### config.mk
export PLATFORM = sky130hd
export DESIGN_NAME = palette_color_mapper
export DESIGN_NICKNAME = d
export VERILOG_FILES = /design/src/rtl/color_mapper_pkg.sv /design/src/rtl/palette_color_mapper_ram.sv /design/src/rtl/palette_color_mapper.sv
export SDC_FILE = /design/constraint.sdc
export NUM_CORES = 2
export LEC_CHECK = 0
export CAP_MARGIN = 20
export CELL_PAD_IN_SITES_DETAIL_PLACEMENT = 1
export CELL_PAD_IN_SITES_GLOBAL_PLACEMENT = 1
export CORE_ASPECT_RATIO = 2
export CORE_MARGIN = 4
export CORE_UTILIZATION = 50
export DETAILED_ROUTE_END_ITERATION = 8
export PLACE_DENSITY_LB_ADDON = 0.1
export RECOVER_POWER = 100
export SLEW_MARGIN = 30
export SYNTH_ARGS = -nofsm -noshare
export SYNTH_HDL_FRONTEND = slang
export SYNTH_SLANG_ARGS = --single-unit
### constraint.sdc
create_clock -name Clk -period 4.5 [get_ports Clk]
set_input_delay 0.9 -clock Clk [delete_from_list [all_inputs] [get_ports Clk]]
set_output_delay 0.9 -clock Clk [all_outputs]
set_load 0.02 [all_outputs]
### src/rtl/color_mapper_pkg.sv
// Shared types and helpers for the palette color mapper.
// Palette entries are {blink, rgb}.
package color_mapper_pkg;

  localparam int RGB_W       = 24;
  localparam int PAL_ENTRY_W = 25;

  typedef struct packed {
    logic [7:0] r;
    logic [7:0] g;
    logic [7:0] b;
  } rgb_t;

  typedef struct packed {
    logic blink;
    rgb_t rgb;
  } pal_entry_t;

  function automatic int unsigned pal_index(
    input int unsigned pattern,
    input int unsigned color,
    input int unsigned color_w
  );
    return (pattern << color_w) | color;
  endfunction

endpackage

### src/rtl/palette_color_mapper_ram.sv
// Palette storage: one write port, one synchronous read port.
// Read-before-write and no reset, so it maps onto block RAM.
module palette_ram
  import color_mapper_pkg::*;
#(
  parameter int ADDR_W = 6,
  parameter int DEPTH  = 64
) (
  input  logic              clk,
  input  logic              we,
  input  logic [ADDR_W-1:0] waddr,
  input  pal_entry_t        wdata,
  input  logic [ADDR_W-1:0] raddr,
  output pal_entry_t        rdata
);

  pal_entry_t mem [DEPTH];

  always_ff @(posedge clk) begin
    if (we) begin
      mem[waddr] <= wdata;
    end
    rdata <= mem[raddr];
  end

endmodule

### src/rtl/palette_color_mapper.sv
// Pattern/color code to RGB through a palette RAM, two-stage pipeline
// with background, transparency and frame-rate blinking.
module palette_color_mapper
  import color_mapper_pkg::*;
#(
  parameter int PATTERN_W        = 8,
  parameter int NUM_PATTERNS     = 16,
  parameter int COLOR_W          = 2,
  parameter int BLINK_FRAMES     = 30,
  parameter int TRANSPARENT_ZERO = 1
) (
  input  logic                                  Clk,
  input  logic                                  Reset,
  input  logic                                  pix_valid,
  input  logic [9:0]                            DrawX,
  input  logic [9:0]                            DrawY,
  input  logic [PATTERN_W-1:0]                  export_pattern,
  input  logic [COLOR_W-1:0]                    extend_color,
  input  logic                                  frame_start,
  input  logic                                  pal_we,
  input  logic [$clog2(NUM_PATTERNS)+COLOR_W-1:0] pal_addr,
  input  logic [PAL_ENTRY_W-1:0]                pal_wdata,
  input  logic                                  bg_we,
  input  logic [RGB_W-1:0]                      bg_wdata,
  output logic [7:0]                            VGA_R,
  output logic [7:0]                            VGA_G,
  output logic [7:0]                            VGA_B,
  output logic                                  pix_valid_out,
  output logic [9:0]                            DrawX_out,
  output logic [9:0]                            DrawY_out
);

  localparam int PIDX_W = $clog2(NUM_PATTERNS);
  localparam int ADDR_W = PIDX_W + COLOR_W;
  localparam int DEPTH  = NUM_PATTERNS << COLOR_W;
  localparam int CNT_W  = (BLINK_FRAMES > 1) ? $clog2(BLINK_FRAMES) : 1;

  logic [ADDR_W-1:0] rd_addr;
  pal_entry_t        rd_entry;
  logic              oor;
  logic              transp;

  assign rd_addr = ADDR_W'(pal_index(
    32'(export_pattern[PIDX_W-1:0]),
    32'(extend_color),
    COLOR_W));
  assign oor    = int'(export_pattern) >= NUM_PATTERNS;
  assign transp = (TRANSPARENT_ZERO != 0) && (extend_color == '0);

  palette_ram #(
    .ADDR_W (ADDR_W),
    .DEPTH  (DEPTH)
  ) u_ram (
    .clk   (Clk),
    .we    (pal_we),
    .waddr (pal_addr),
    .wdata (pal_wdata),
    .raddr (rd_addr),
    .rdata (rd_entry)
  );

  logic [CNT_W-1:0] frame_cnt;
  logic             blink_phase;

  always_ff @(posedge Clk or posedge Reset) begin
    if (Reset) begin
      frame_cnt   <= '0;
      blink_phase <= 1'b1;
    end else if (frame_start) begin
      if (frame_cnt == CNT_W'(BLINK_FRAMES - 1)) begin
        frame_cnt   <= '0;
        blink_phase <= ~blink_phase;
      end else begin
        frame_cnt <= frame_cnt + 1'b1;
      end
    end
  end

  rgb_t bg;

  always_ff @(posedge Clk or posedge Reset) begin
    if (Reset) begin
      bg <= '0;
    end else if (bg_we) begin
      bg <= bg_wdata;
    end
  end

  logic       v1;
  logic [9:0] x1;
  logic [9:0] y1;
  logic       oor1;
  logic       transp1;
  logic       phase1;

  // Phase is captured with the pixel so a coincident toggle does not affect it
  always_ff @(posedge Clk or posedge Reset) begin
    if (Reset) begin
      v1      <= 1'b0;
      x1      <= '0;
      y1      <= '0;
      oor1    <= 1'b0;
      transp1 <= 1'b0;
      phase1  <= 1'b1;
    end else begin
      v1      <= pix_valid;
      x1      <= DrawX;
      y1      <= DrawY;
      oor1    <= oor;
      transp1 <= transp;
      phase1  <= blink_phase;
    end
  end

  rgb_t pix;

  always_comb begin
    pix = '0;
    if (v1) begin
      if (oor1 || transp1 || (rd_entry.blink && !phase1)) begin
        pix = bg;
      end else begin
        pix = rd_entry.rgb;
      end
    end
  end

  always_ff @(posedge Clk or posedge Reset) begin
    if (Reset) begin
      VGA_R         <= '0;
      VGA_G         <= '0;
      VGA_B         <= '0;
      pix_valid_out <= 1'b0;
      DrawX_out     <= '0;
      DrawY_out     <= '0;
    end else begin
      VGA_R         <= pix.r;
      VGA_G         <= pix.g;
      VGA_B         <= pix.b;
      pix_valid_out <= v1;
      DrawX_out     <= x1;
      DrawY_out     <= y1;
    end
  end

endmodule

# Word-level counts from Yosys, hierarchy flattened
# Memories as Yosys holds them, arrays and structs flattened. A register that Yosys moved wholly into a read port is not among the register bits.
# Index checks and enable logic that the tools add are counted.
# word_totals
n_memories,1
input_bits,91
out_inout_bits,45
wordCells,34
mem_bits_rw,1600
reg_bits,99
# mem_list
memory,words,width,rd,rd_clocked_by_memory_dff,wr,line,rtl
u_ram.mem,64,25,1,1,1,palette_color_mapper_ram.sv:17,pal_entry_t mem [DEPTH];
# classes
add_sub_neg,1
mux,5
reduce_logical,6
n_lt_le_gt_ge,1
n_bitwise,2
n_eq_ne,1
# ops
op,count
$mux 24,2
$ge 8x5->1 const B,1
$or 6x2->6,1
$add 5x1->5 const B,1
$eq 5x5->1 const B,1
$mux 5,1
$logic_not 2->1,1
$logic_or 1x1->1,2
$mux 1,2
$reduce_and 2->1,1
$logic_and 1x1->1,1
$logic_not 1->1,1
$not 1->1,1

# Longest topological paths before layout
# logic_depth
ltp_word,5
ltp_mapped,9
mapped_depth_nobuf,6

# Modules after synthesis
# A second synthesis with hierarchy kept.
# hier_totals
hier_cells,3089
hier_area_um2,65967.0
# modules_own_cells
module,cells_per_inst,area_each_um2,seq_area_each_um2,n_inst
palette_ram,2850,62497.4,48546.6,1
palette_color_mapper,239,3469.6,2479.9,1

# Least setup slack after synthesis
# OpenSTA, ideal clock, no wires.
# synth_path
path_type,input -> register
start,input pal_addr[3]
end,memory u_ram.mem[48][0] (netlist bit) (enable)
required_ns,4.062
setup_slack_ns,0.907
arrival_ns,3.155
path_buffers,1
path_stages,4
setup_ns,0.438
cell_sequence,clkbuf_1 > nor2b_1 > nand4b_1 > nor3_1
# synth_rtl
item,line,rtl
from (decl),palette_color_mapper.sv:21,"input logic [$clog2(NUM_PATTERNS)+COLOR_W-1:0] pal_addr,"
to (decl),palette_color_mapper_ram.sv:17,
# Straight into the memory's write port.

# Final worst setup path
# layout_path
start,input pal_we
end,memory u_ram.mem[28][21] (netlist bit) (enable)
# layout_via
elab_chain_len,2
# layout_lines
item,line,rtl
from (decl),palette_color_mapper.sv:20,"input logic pal_we,"
$mux 1,palette_color_mapper_ram.sv:20,if (we) begin
$mux 1 (not written as such),palette_color_mapper_ram.sv:21,mem[waddr] <= wdata;
# No other way between the ends.

==> qor.csv <==
stage;metric;value;unit
status;violations;capacitance limit, slew limit;
synthesis;synth-seq-cells;1724;
cts;clockBufferDepth;3;
synthesis;syn_inst;2868;
routing;initialDrtViolationCount;3242;
critical_path;timing.rr.end;u_ram.rdata[1];
place;place_hpwl;116000;microns
pwr;p_per_area;450;nW/um^2
routing;first_pass_iters;5;
synthesis;synth-async-reset-ratio;5.74;%
cts;cts_setup_buffers;0;
pwr;p_leak;0.0235;uW
pwr;peakVddDrop;0.401;mV
critical_path;worst-r2r-cell-count;5;
routing;routed_wl;180000;microns
routing;drc_errors;0;
status;status;finished with violations;
routing;num_vias;31300;
global_routing;grt_overflow;0;
cts;cts.repair.resized;0;
routing;wl_per_cell;36.0;microns
sta;final-hold-violation-count;0;
sta;drv_slew;1581;
cts;hold_buffers;0;
cts;clkLatencyLatePin;760;ps
finish;area_growth;14.0;%
critical_path;cp_num_buf_inv;2;
hold_path;hp-start;x1[0];
sta;slew_headroom;-128;%
cts;root_buffer;clkbuf_16;
critical_path;path_class;input pin to flip-flop;
critical_path;arrival;4100;ps
hold_path;holdPathEnd;DrawX_out[0];
die;num_io_pins;136;
place;gp_congestion;0.879;
synthesis;yosysUniqueCellTypes;49;
finish;n_fill_cell;10800;
place;portBuffers;135;
synthesis;synth.avg_cell_area;22.6;sq um
sta;finalSetupTns;0;ps
cts;cts_buffers;150;
job;cap_violations;39;
synthesis;synth-warning-count;0;
global_routing;antenna_found_initial;8;
synthesis;synth_edf_count;1600;
critical_path;end_kind;flip-flop;
global_routing;grt_max_degree;71;
cts;h-tree-depth;4;
hold_path;hold_class;flip-flop to flip-flop;
die;rows;186;
synthesis;seq_area_frac_synth;78.8;%
critical_path;cp_slowest_cell;clkbuf_1;
critical_path;worstPathCellList;dlygate4sd3_1 -> nor2b_1 -> nand2_1 -> nor2_2 -> clkbuf_1;
sta;min_period;3770;ps
routing;ant_nets;0;
sta;skew;29.7;ps
sta;final.period_utilization;83.7;%
critical_path;worstSetupStartpointType;input pin;
synthesis;synth_area;64800;sq um
global_routing;grt_use_total;26.7;%
die;core-area;128000;sq um
routing;vias_per_cell;6.27;
critical_path;worst_ep_required_time;4830;ps
critical_path;cp_max_fo;25;
synthesis;synthFlopType;edfxtp_1;
die;fp.dieW;262;microns
critical_path;slowest_delay;1540;ps
cts;cts_tree;yes;
critical_path;critical_path.top_delay_family;buffers and inverters;
global_routing;grt_pass1_vias;34000;
critical_path;reg2reg_from;u_ram.mem[47][1];
cts;cts.sinks;1724;
hold_path;hold_path_depth;0;
finish;drive_above_1_share;25.6;%
sta;rsz0062_at_grt;no;
sta;max_slew.worst_pin.slew;3410;ps
critical_path;rrSetupSlack;2060;ps
sta;fmax;266;MHz
die;start_util;50.4;%
global_routing;grt_first_pass_wirelength;257000;microns
sta;finalSetupViolations;0;
die;fp.dieH;517;microns
finish;nNetsFinal;3269;
synthesis;syn_nets;2961;
pwr;p_total;33200;uW
die;die_area;136000;sq um
cts;clkSlewWorstSetupHoldPaths;60;ps
-- cells in the mapped netlist (2+ instances only) --
cell	count	area [sq um]
edfxtp_1	1600	48000
mux4_2	388	8740
clkbuf_1	74	278
buf_4	18	135
and2_1	2	12.5
a32oi_1	31	272
nor3_1	2	10.0
nor2b_1	11	68.8
a211oi_1	19	143
a22oi_1	119	893
dfrtp_1	97	2430
o21ai_0	2	10.0
dfstp_2	2	52.6
mux2i_1	50	500
a21oi_1	7	35.0
o22a_1	25	219
buf_1	10	37.5
buf_8	2	30.0
ha_1	2	25.0
nand2b_1	7	43.8
o22ai_1	2	12.5
buf_12	4	80.1
dfxtp_1	25	500
a221oi_2	2	30.0
and3_1	19	119
buf_2	30	150
or3_1	2	12.5
nand3_1	6	30.0
nand3b_1	2	15.0
nand2_1	115	432
nand4_1	2	12.5
buf_6	22	248
nor2_1	70	263
a21boi_0	24	180
mux2_2	30	338
inv_1	4	15.0
a221oi_1	29	254
-- final cells by class --
class,instances,area (sq um),area share (%)
sequential,1724,51000,69.1
multi-input combinational,980,12900,17.5
clock buffer,192,4160,5.63
timing repair buffer,316,2580,3.49
tap,1692,2120,2.87
clock inverter,83,1000,1.35
inverter,4,16.3,0.0220
antenna,3,7.51,0.0102
-- worst register-to-register path: cells and delay by family (launching register included) --
family / cells / cell delay, ps
AOI/OAI and AO/OA: 2 / 640
DFF: 1 / 370
muxes: 2 / 1060
and+or+nand+nor: 1 / 240
-- cell families (layout without fill, tap and decap cells) --
kind of cell / count (synthesis) / count (layout) / share of synthesized area [%]
DFF: 1724 / 1724 / 78.8
muxes: 468 / 468 / 14.8
AOI/OAI and AO/OA: 264 / 264 / 3.21
and+or+nand+nor: 245 / 245 / 1.66
buffers and inverters: 164 / 595 / 1.50
adders and majority gates: 2 / 2 / 0.0386
xor gates and xnor gates: 1 / 1 / 0.0135
other: 0 / 3 / 0
-- metrics by stage --
step                      setup slack [ps]  hold WS [ps]  util, %  std cells  cell area (sq um)
after floorplan                        907           331        -       2868              64800
final                                  734           349     57.4       4994              73800
after CTS                             1550           350     57.7       4990              74100
after global routing                   707           351     57.4       4993              73800
after detailed placement               720           336     53.7       4715              69000
after global placement                 743           332     53.6       4714              68900
-- routing by layer --
metal / vias up / part of all wire, % / GRT usage [%]
met4: 4 / 5.0 / 10.9
li1: 12700 / - / -
met2: 1185 / 56 / 50.3
met1: 17100 / 34 / 30.7
met5: - / 0.0083 / 0
met3: 326 / 4.9 / 3.77
-- cell usage in the layout (no fill, tap or decap), drive strengths merged, types with 6 or more instances in the layout --
cell type / count
edfxtp: 1600
mux4: 388
clkbuf: 278
buf: 124
a22oi: 119
nand2: 115
dfrtp: 97
dlygate4sd3: 74
nor2: 71
mux2i: 50
clkinv: 49
clkdlybuf4s50: 32
a32oi: 31
a221oi: 31
mux2: 30
o22a: 25
dfxtp: 25
a21boi: 24
bufinv: 22
and3: 19
a211oi: 19
clkinvlp: 11
nor2b: 11
nand2b: 7
a21oi: 7
nand3: 6
-- worst max path at each step --
stage	start	endpoint	slack [ps]	cells past startpoint
3_5_place_dp	extend_color[0]	u_ram.rdata[23]	720	8
3_3_place_gp	extend_color[0]	u_ram.rdata[23]	740	8
5_1_grt	pal_addr[5]	u_ram.mem[55][18]	710	5
6_report	pal_we	u_ram.mem[28][21]	730	5
2_1_floorplan	pal_addr[3]	u_ram.mem[48][0]	910	4
4_1_cts	extend_color[0]	u_ram.rdata[23]	1550	8
-- power by group --
part	switching (uW)	leakage, uW	total (uW)	internal, uW
clock network	5720	0.00252	13500	7820
logic	1140	0.00522	1810	665
registers	122	0.0158	17900	17800
-- sequential cells by signal (all words and copies together), names as in the netlist, 5 cells and up --
signal	flops
bg	24
u_ram.rdata	25
x1	10
VGA_B	8
DrawY_out	10
VGA_R	8
y1	10
VGA_G	8
frame_cnt	5
u_ram.mem	1600
DrawX_out	10
Note: power is estimated with default switching activity, not from simulation.
